==> src/rtl/gpio_pkg.sv <==
// Shared definitions for the GPIO expansion board front ends (switch reader, display driver).
// Latency: n/a (types and constants only).
// Backpressure: n/a.
package gpio_pkg;

    typedef enum logic [1:0] {
        ST_IDLE,
        ST_LOAD,
        ST_SHIFT,
        ST_DONE
    } scan_state_t;

    localparam int GPIO_NBITS    = 32;
    localparam int GPIO_CLK_DIV  = 25;
    localparam int GPIO_DEBOUNCE = 3;

endpackage

==> src/rtl/gpio_tick_gen.sv <==
// Phase timer: pulses tick once every CLK_DIV clocks, realigned by restart.
// Latency: first tick on the CLK_DIV-th clock after a restart.
// Backpressure: none; free-running.
module gpio_tick_gen
    import gpio_pkg::*;
#(
    parameter int CLK_DIV = GPIO_CLK_DIV
) (
    input  logic clock,
    input  logic reset,
    input  logic restart,
    output logic tick
);

    localparam logic [7:0] RELOAD = 8'(CLK_DIV - 1);

    logic [7:0] cnt;

    always_ff @(posedge clock or negedge reset) begin
        if (!reset) begin
            cnt <= RELOAD;
        end else if (restart || cnt == 8'd0) begin
            cnt <= RELOAD;
        end else begin
            cnt <= cnt - 8'd1;
        end
    end

    assign tick = (cnt == 8'd0);

endmodule

==> src/rtl/gpio_switch_reader.sv <==
// Scans the switch bank shift register, debounces across frames, presents a stable word.
// Latency: frame = CLK_DIV + 2*NBITS*CLK_DIV + 1 clocks; sw updates one clock after DONE.
// Backpressure: none; frames run back-to-back while enable is high.
module gpio_switch_reader
    import gpio_pkg::*;
#(
    parameter int NBITS    = GPIO_NBITS,
    parameter int CLK_DIV  = GPIO_CLK_DIV,
    parameter int DEBOUNCE = GPIO_DEBOUNCE
) (
    input  logic             clock,
    input  logic             reset,
    input  logic             enable,
    input  logic             ser_in,
    output logic             ser_clk,
    output logic             ser_load_n,
    output logic [NBITS-1:0] sw,
    output logic             sw_changed,
    output logic             frame_done
);

    localparam int             BW        = $clog2(NBITS);
    localparam logic [BW-1:0]  LAST_BIT  = BW'(NBITS - 1);
    localparam logic [3:0]     MATCH_MAX = 4'(DEBOUNCE - 1);

    scan_state_t      state, state_d;
    logic [BW-1:0]    bit_cnt, bit_cnt_d;
    logic             ser_clk_d;
    logic             sample;
    logic             tick;
    logic             restart;
    logic [NBITS-1:0] frame;
    logic [NBITS-1:0] prev_frame;
    logic [3:0]       match_cnt, match_d;
    logic             commit;

    gpio_tick_gen #(
        .CLK_DIV (CLK_DIV)
    ) u_tick (
        .clock   (clock),
        .reset   (reset),
        .restart (restart),
        .tick    (tick)
    );

    // ser_clk doubles as the SHIFT phase: 0 = low phase, 1 = high phase.
    always_comb begin
        state_d   = state;
        bit_cnt_d = bit_cnt;
        ser_clk_d = 1'b0;
        sample    = 1'b0;
        case (state)
            ST_IDLE: begin
                if (enable) state_d = ST_LOAD;
            end
            ST_LOAD: begin
                bit_cnt_d = '0;
                if (tick) state_d = ST_SHIFT;
            end
            ST_SHIFT: begin
                ser_clk_d = ser_clk;
                if (tick) begin
                    if (!ser_clk) begin
                        sample    = 1'b1;
                        ser_clk_d = 1'b1;
                    end else begin
                        ser_clk_d = 1'b0;
                        if (bit_cnt == LAST_BIT) begin
                            state_d = ST_DONE;
                        end else begin
                            bit_cnt_d = bit_cnt + BW'(1);
                        end
                    end
                end
            end
            ST_DONE: begin
                state_d = enable ? ST_LOAD : ST_IDLE;
            end
            default: begin
                state_d = ST_IDLE;
            end
        endcase
        restart = (state_d != state);
    end

    // match_d counts this frame; commit only once the run of equal frames is long enough.
    always_comb begin
        match_d = 4'd0;
        if (frame == prev_frame) begin
            match_d = (match_cnt == MATCH_MAX) ? match_cnt : match_cnt + 4'd1;
        end
        commit = (state == ST_DONE) && (match_d == MATCH_MAX) && (frame != sw);
    end

    always_ff @(posedge clock or negedge reset) begin
        if (!reset) begin
            state      <= ST_IDLE;
            bit_cnt    <= '0;
            ser_clk    <= 1'b0;
            ser_load_n <= 1'b1;
            frame_done <= 1'b0;
        end else begin
            state      <= state_d;
            bit_cnt    <= bit_cnt_d;
            ser_clk    <= ser_clk_d;
            ser_load_n <= (state_d != ST_LOAD);
            frame_done <= (state_d == ST_DONE);
        end
    end

    always_ff @(posedge clock or negedge reset) begin
        if (!reset) begin
            frame      <= '0;
            prev_frame <= '0;
            match_cnt  <= 4'd0;
            sw         <= '0;
            sw_changed <= 1'b0;
        end else begin
            sw_changed <= commit;
            if (sample) begin
                frame <= {frame[NBITS-2:0], ser_in};
            end
            if (state == ST_DONE) begin
                match_cnt <= match_d;
                if (frame != prev_frame) prev_frame <= frame;
            end
            if (commit) begin
                sw <= frame;
            end
        end
    end

endmodule

==> config.mk <==
export PLATFORM = sky130hd
export DESIGN_NAME = gpio_switch_reader
export DESIGN_NICKNAME = d
export VERILOG_FILES = /design/src/rtl/gpio_pkg.sv /design/src/rtl/gpio_tick_gen.sv /design/src/rtl/gpio_switch_reader.sv
export SDC_FILE = /design/constraint.sdc
export NUM_CORES = 1
export LEC_CHECK = 0
export ABC_AREA = 1
export ABC_CLOCK_PERIOD_IN_PS = 3050
export CELL_PAD_IN_SITES_DETAIL_PLACEMENT = 1
export CELL_PAD_IN_SITES_GLOBAL_PLACEMENT = 2
export CORE_MARGIN = 2
export CORE_UTILIZATION = 38
export DETAILED_ROUTE_END_ITERATION = 16
export PLACE_DENSITY_LB_ADDON = 0.1
export SLEW_MARGIN = 25
export SYNTH_ARGS = -nofsm -noshare
export SYNTH_HDL_FRONTEND = slang
export SYNTH_SLANG_ARGS = --single-unit
==> constraint.sdc <==
create_clock -name clock -period 3.05 [get_ports clock]
set_clock_uncertainty 0.05 [all_clocks]
set_input_delay 0.61 -clock clock [delete_from_list [all_inputs] [get_ports clock]]
set_output_delay 0.61 -clock clock [all_outputs]
set_load 0.005 [all_outputs]
# Word-level counts from Yosys, hierarchy flattened
# Cells that the tools add are included.
dict set report totals {
  reg_bits 119
  inputBits 4
}
dict set report classes {
  addsub 3
  n_eq_ne 15
  n_mux 19
  n_reduce_logical 8
}
# op count
set ops {}
lappend ops {{32-bit inequality test} 2}
lappend ops {{32-bit == test} 1}
lappend ops {{5-bit 2-to-1 mux} 3}
lappend ops {{2-bit 2-to-1 mux} 5}
lappend ops {{5-bit case mux with 2 select lines} 1}
lappend ops {{4-bit by 2-bit == test with 1-bit output, second input constant} 2}
lappend ops {{8-bit logical NOT} 1}
lappend ops {{4-bit 2-to-1 mux} 2}
lappend ops {{8-bit 2-to-1 mux} 1}
lappend ops {{2-bit case mux with 4 select lines} 1}
lappend ops {{8-bit by 1-bit subtractor with 8-bit output, second input constant} 1}
lappend ops {{2-bit == test, second input constant} 3}
lappend ops {{1-bit 2-to-1 mux} 6}
lappend ops {{2-bit inequality test, second input constant} 3}
lappend ops {{5-bit by 1-bit adder with 5-bit output, second input constant} 1}
lappend ops {{5-bit == test, second input constant} 1}
lappend ops {{4-bit by 1-bit adder with 4-bit output, second input constant} 1}
lappend ops {{4-bit AND reduction} 1}
lappend ops {{2-bit by 1-bit == test with 1-bit output, second input constant} 1}
lappend ops {{1-bit logical AND} 2}
lappend ops {{2-bit logical NOT} 1}
lappend ops {{2-bit by 1-bit inequality test with 1-bit output, second input constant} 1}
lappend ops {{2-bit inequality test} 1}
lappend ops {{2-bit AND reduction} 1}
lappend ops {{2 further kinds} 2}

# Depth between registers and ports, before layout
dict set report logic_depth {
  depth_word 8
  ltp_mapped 13
  depth_no_buf 12
}

# By module
# Synthesis repeated with hierarchy kept, for this count alone.
dict set report unflattened {
  cells_unflattened 720
  hier_area_um2 5910.7
}
# module instances cells_each area_per_inst_um2 seq_area_each_um2
set by_module_without_submodules {}
lappend by_module_without_submodules {gpio_switch_reader 1 663 5421.4 2778.9}
lappend by_module_without_submodules {gpio_tick_gen 1 57 489.2 202.7}

# Least setup slack after synthesis
# No wires, ideal clock.
dict set report synth_path {
  path_kind {register -> register}
  startpoint {register match_cnt[0]}
  endpoint {register sw[22]}
  setup_time_ps 117
  t_arrival_ps 1578
  t_required_ps 2883
  setup_slack_ps 1305
  stages_incl_launch_ff 11
  period_less_slack_ps 1745
  path_cell_list {dfrtp_1 > inv_1 > ha_1 > nand3_1 > xor2_1 > nand2_1 > nor2_2 > nand3_4 > buf_6 > nand2_2 > nand2_1}
}
dict set report synth_via {
  elab_chain_len 6
}
# element line
set synth_rtl {}
lappend synth_rtl {{start, declared} gpio_switch_reader.sv:34} ;# logic [3:0] match_cnt, match_d;
lappend synth_rtl {{start signal, assigned} gpio_switch_reader.sv:124} ;# match_cnt <= match_d;
lappend synth_rtl {{4-bit by 1-bit adder with 4-bit output / 4-bit by 2-bit == test with 1-bit output (equally long branches)} gpio_switch_reader.sv:90} ;# match_d = (match_cnt == MATCH_MAX) ? match_cnt : match_cnt + 4'd1;
lappend synth_rtl {{4-bit 2-to-1 mux (*)} gpio_switch_reader.sv:90}
lappend synth_rtl {{4-bit 2-to-1 mux (*)} gpio_switch_reader.sv:89} ;# if (frame == prev_frame) begin
lappend synth_rtl {{4-bit by 2-bit == test with 1-bit output (*)} gpio_switch_reader.sv:92} ;# commit = (state == ST_DONE) && (match_d == MATCH_MAX) && (frame != sw);
lappend synth_rtl {{1-bit logical AND (*) (2 in series)} gpio_switch_reader.sv:92}
lappend synth_rtl {{end signal, assigned} gpio_switch_reader.sv:128} ;# sw <= frame;
lappend synth_rtl {{end, declared} gpio_switch_reader.sv:17} ;# output logic [NBITS-1:0] sw,
# Mark *: on every way between the ends. The rest lies on a longest branch, timed or not.
# A chain may end at the register's enable or synchronous reset.

# Worst setup path after layout
dict set report layout_path {
  startpoint {register frame[17]}
  endpoint {register prev_frame[30]}
}
dict set report layout_via {
  elab_chain_len 2
}
# element line
set layout_rtl {}
lappend layout_rtl {{start, declared} gpio_switch_reader.sv:32} ;# logic [NBITS-1:0] frame;
lappend layout_rtl {{start signal, assigned} gpio_switch_reader.sv:121} ;# frame <= {frame[NBITS-2:0], ser_in};
lappend layout_rtl {{32-bit inequality test} gpio_switch_reader.sv:125} ;# if (frame != prev_frame) prev_frame <= frame;
lappend layout_rtl {{2-bit AND reduction (no line)} n/a}
lappend layout_rtl {{end signal, assigned} gpio_switch_reader.sv:125}
lappend layout_rtl {{end, declared} gpio_switch_reader.sv:33} ;# logic [NBITS-1:0] prev_frame;
# Every way passes these cells.

==> results.yml <==
synth:
  synth_cells: 711
  async_reset_ff_frac: 1.00
  synth_fp_nets: 720
  netlist_area_mm2: 0.00583
  synth.avg_cell_area_um2: 8.21
  synth_top_area_share: 0.498
  synth_ff_type: "dfrtp_1"
  synth_edf_count: 0
  synth_top_cell_by_area: "dfrtp_1"
  ys_seq_area_frac: 0.511
  yosys_warnings: 0
  synth.distinct_cells: 30
  synth_area_leaders: "dfrtp_1 50%, nand2_1 16%, o21ai_0 5.7%"
  ys_ff_latch: 119
  post-synth-top-count-cell: "nand2_1"
  netlist_top_cells_count: "248 x nand2_1, 116 x dfrtp_1, 72 x inv_1"
die:
  num_rows: 45
  die_height_um: 128
  die_width_um: 128
  coreArea_mm2: 0.0151
  initial_utilization: 0.387
  num_io_pins: 40
  die_area_mm2: 0.0164
worst_setup_path:
  critPathCapture: "prev_frame[30]"
  cp.arrival_ns: 2.61
  worstReg2RegStart: "frame[17]"
  rr_worst_depth: 11
  end_kind: "register"
  r2r-end: "prev_frame[30]"
  crit_path_start: "frame[17]"
  path_class: "register to register"
  path_cells: "inv_1 -> nand2_1 -> nand2_1 -> nand2_1 -> nor2_1 -> nand2_1 -> nor2_4 -> nand2_4 -> nand2_2 -> buf_4 -> o21ai_0"
  cp_common_cell: "nand2_1"
  reg2reg_slack_ns: 0.68
  cpMaxStageDelayCell: "nand2_2"
  cp_slowest_stage_delay_ns: 0.50
  path_max_fanout: 36
  required_ns: 3.29
  start_kind: "register"
power:
  p_leak_nw: 3.45
  power_density_mw_per_mm2: 533
  max-vdd-ir-drop_mv: 0.328
cells_and_area:
  drive_gt1_frac: 0.0940
  final_nets: 762
  fin_area_mm2: 0.00702
  area_delta_synth_final_pct: 20.3
  n_antenna_cell: 0
  fill_cells: 1793
cts:
  clk_latency_ns: 0.42
  clock-sinks: 119
  cts_buffers: 17
  hold_buffers: 0
  cts_setup_buffers: 0
  htree_num_levels: 4
  root_buffer: "clkbuf_16"
  cts_tree: "done"
  ctsResizeCount: 0
  cts_buffer_depth: 2
  clk_pin_slew_worst_paths_ns: 0.06
placed_design:
  place_congestion: 0.765
  dp_hpwl_um: 9550
  io_buffers: 39
  place_area_mm2: 0.00640
routing:
  vias: 4682
  met3_length_um: 431
  firstDrtPassIters: 4
  wl_met2_um: 7260
  drc_errors: 0
  routed_wl_um: 14700
  detail_route.vias_per_cell: 4.91
  drt-initial-drc-count: 196
  drt-met1-wl_um: 6790
  wl_per_cell_um: 15.5
  top_layer_used: "met4"
  drtAntennaViolNets: 0
grt:
  grt_pass1_vias: 4995
  grt_max_degree: 65
  grt_antenna_before_repair: 0
  grt.overflow.total: 0
  grt_pass1_wl_um: 25300
  grtUsageTotal: 0.198
sta:
  rsz0062_at_grt: "false"
  finalSetupTns_ns: 0
  max_slew_margin: 0.568
  hold_viol: 0
  period_share: 0.778
  tightest_slew_ns: 0.646
  clock.fmax_ghz: 0.421
  finalSetupViolCount: 0
  fin_crit_ns: 2.37
  slew_violations: 0
hold_path:
  min_path_type: "input pin to asynchronous set/reset pin"
run:
  maxCapViolCount: 0
outcome:
  status: "complete, no violations"
## per-layer routing
metal	vias up	GRT usage
li1	2309	-
met1	2293	0.256
met2	58	0.333
met3	22	0.0363
met4	0	0.0692
met5	-	0
## kinds of logic (layout without fill, tap and decap cells)
kind of cell | count (synthesis) | in the layout | synth area share
AOI/OAI and AO/OA | 74 | 74 | 0.0656
xor gates and xnor gates | 47 | 47 | 0.0706
DFF | 119 | 119 | 0.511
and+or+nand+nor | 362 | 362 | 0.266
buffers and inverters | 104 | 159 | 0.0757
adders and majority gates | 5 | 5 | 0.0107
## stage by stage
step,hold slack [ns],util,power (mW),setup slack [ns],instances
2_1_floorplan,0.264,-,1.62,1.31,711
3_3_place_gp,0.366,0.424,1.66,0.747,922
3_5_place_dp,0.376,0.424,1.66,0.677,922
4_1_cts,0.151,0.465,3.79,0.600,954
5_1_grt,0.165,0.465,3.86,0.424,954
6_report,0.133,0.465,3.74,0.677,954
## registers in the layout, indices dropped and copies added (netlist names)
signal      count
frame_done      1
ser_load_n      1
frame          32
u_tick.cnt      8
state           2
match_cnt       4
sw_changed      1
bit_cnt         5
sw             32
ser_clk         1
prev_frame     32
## worst min-delay path by stage
stage	endpoint	slack (ns)	cells after the start
after floorplan	bit_cnt[0]	0.26	0
final	sw[27]	0.13	1
after global placement	u_tick.cnt[0]	0.37	1
after global routing	sw[26]	0.16	1
after CTS	sw[27]	0.15	1
after detailed placement	u_tick.cnt[0]	0.38	1
## layout by cell type, fill, tap and decap left out, types with 2 or more instances in the layout
master / synthesis / routed
nand3_1: 11 / 10
or2_2: 2 / 2
nand4_1: 36 / 36
inv_2: 7 / 7
nor2_4: 2 / 2
clkdlybuf4s50_1: 0 / 38
nand2_2: 10 / 10
nand2_1: 248 / 248
o21ai_0: 66 / 66
ha_1: 5 / 5
clkinv_2: 0 / 6
dfstp_2: 3 / 3
dfrtp_1: 116 / 116
inv_1: 72 / 72
bufinv_16: 0 / 4
a21oi_1: 4 / 4
xnor2_1: 26 / 26
clkbuf_16: 0 / 17
xor2_1: 21 / 21
nor2_1: 48 / 48
a22o_1: 2 / 2
nand3_2: 1 / 2
buf_4: 3 / 9
clkinvlp_4: 0 / 3
## worst max-delay path: cells and delay by family, from the launching register on
| family | cells | cell delay, ns |
|---|---|---|
| simple gates | 8 | 1.22 |
| flops | 1 | 0.43 |
| compound gates | 1 | 0.10 |
| buf+inv | 2 | 0.42 |
## report_power, final
part	internal, mW	switching (mW)
Combinational	0.0107	0.0404
Sequential	1.58	0.000891
Clock	1.38	0.732
## cell type report
class	instances	area, um2	share of cell area
Sequential cell	119	2980	0.425
Tap cell	188	235	0.0335
Clock inverter	14	181	0.0259
Timing Repair Buffer	48	468	0.0667
Clock buffer	18	439	0.0626
Multi-Input combinational cell	488	2420	0.344
Inverter	79	297	0.0423
Power figures use the tool's default switching activity.
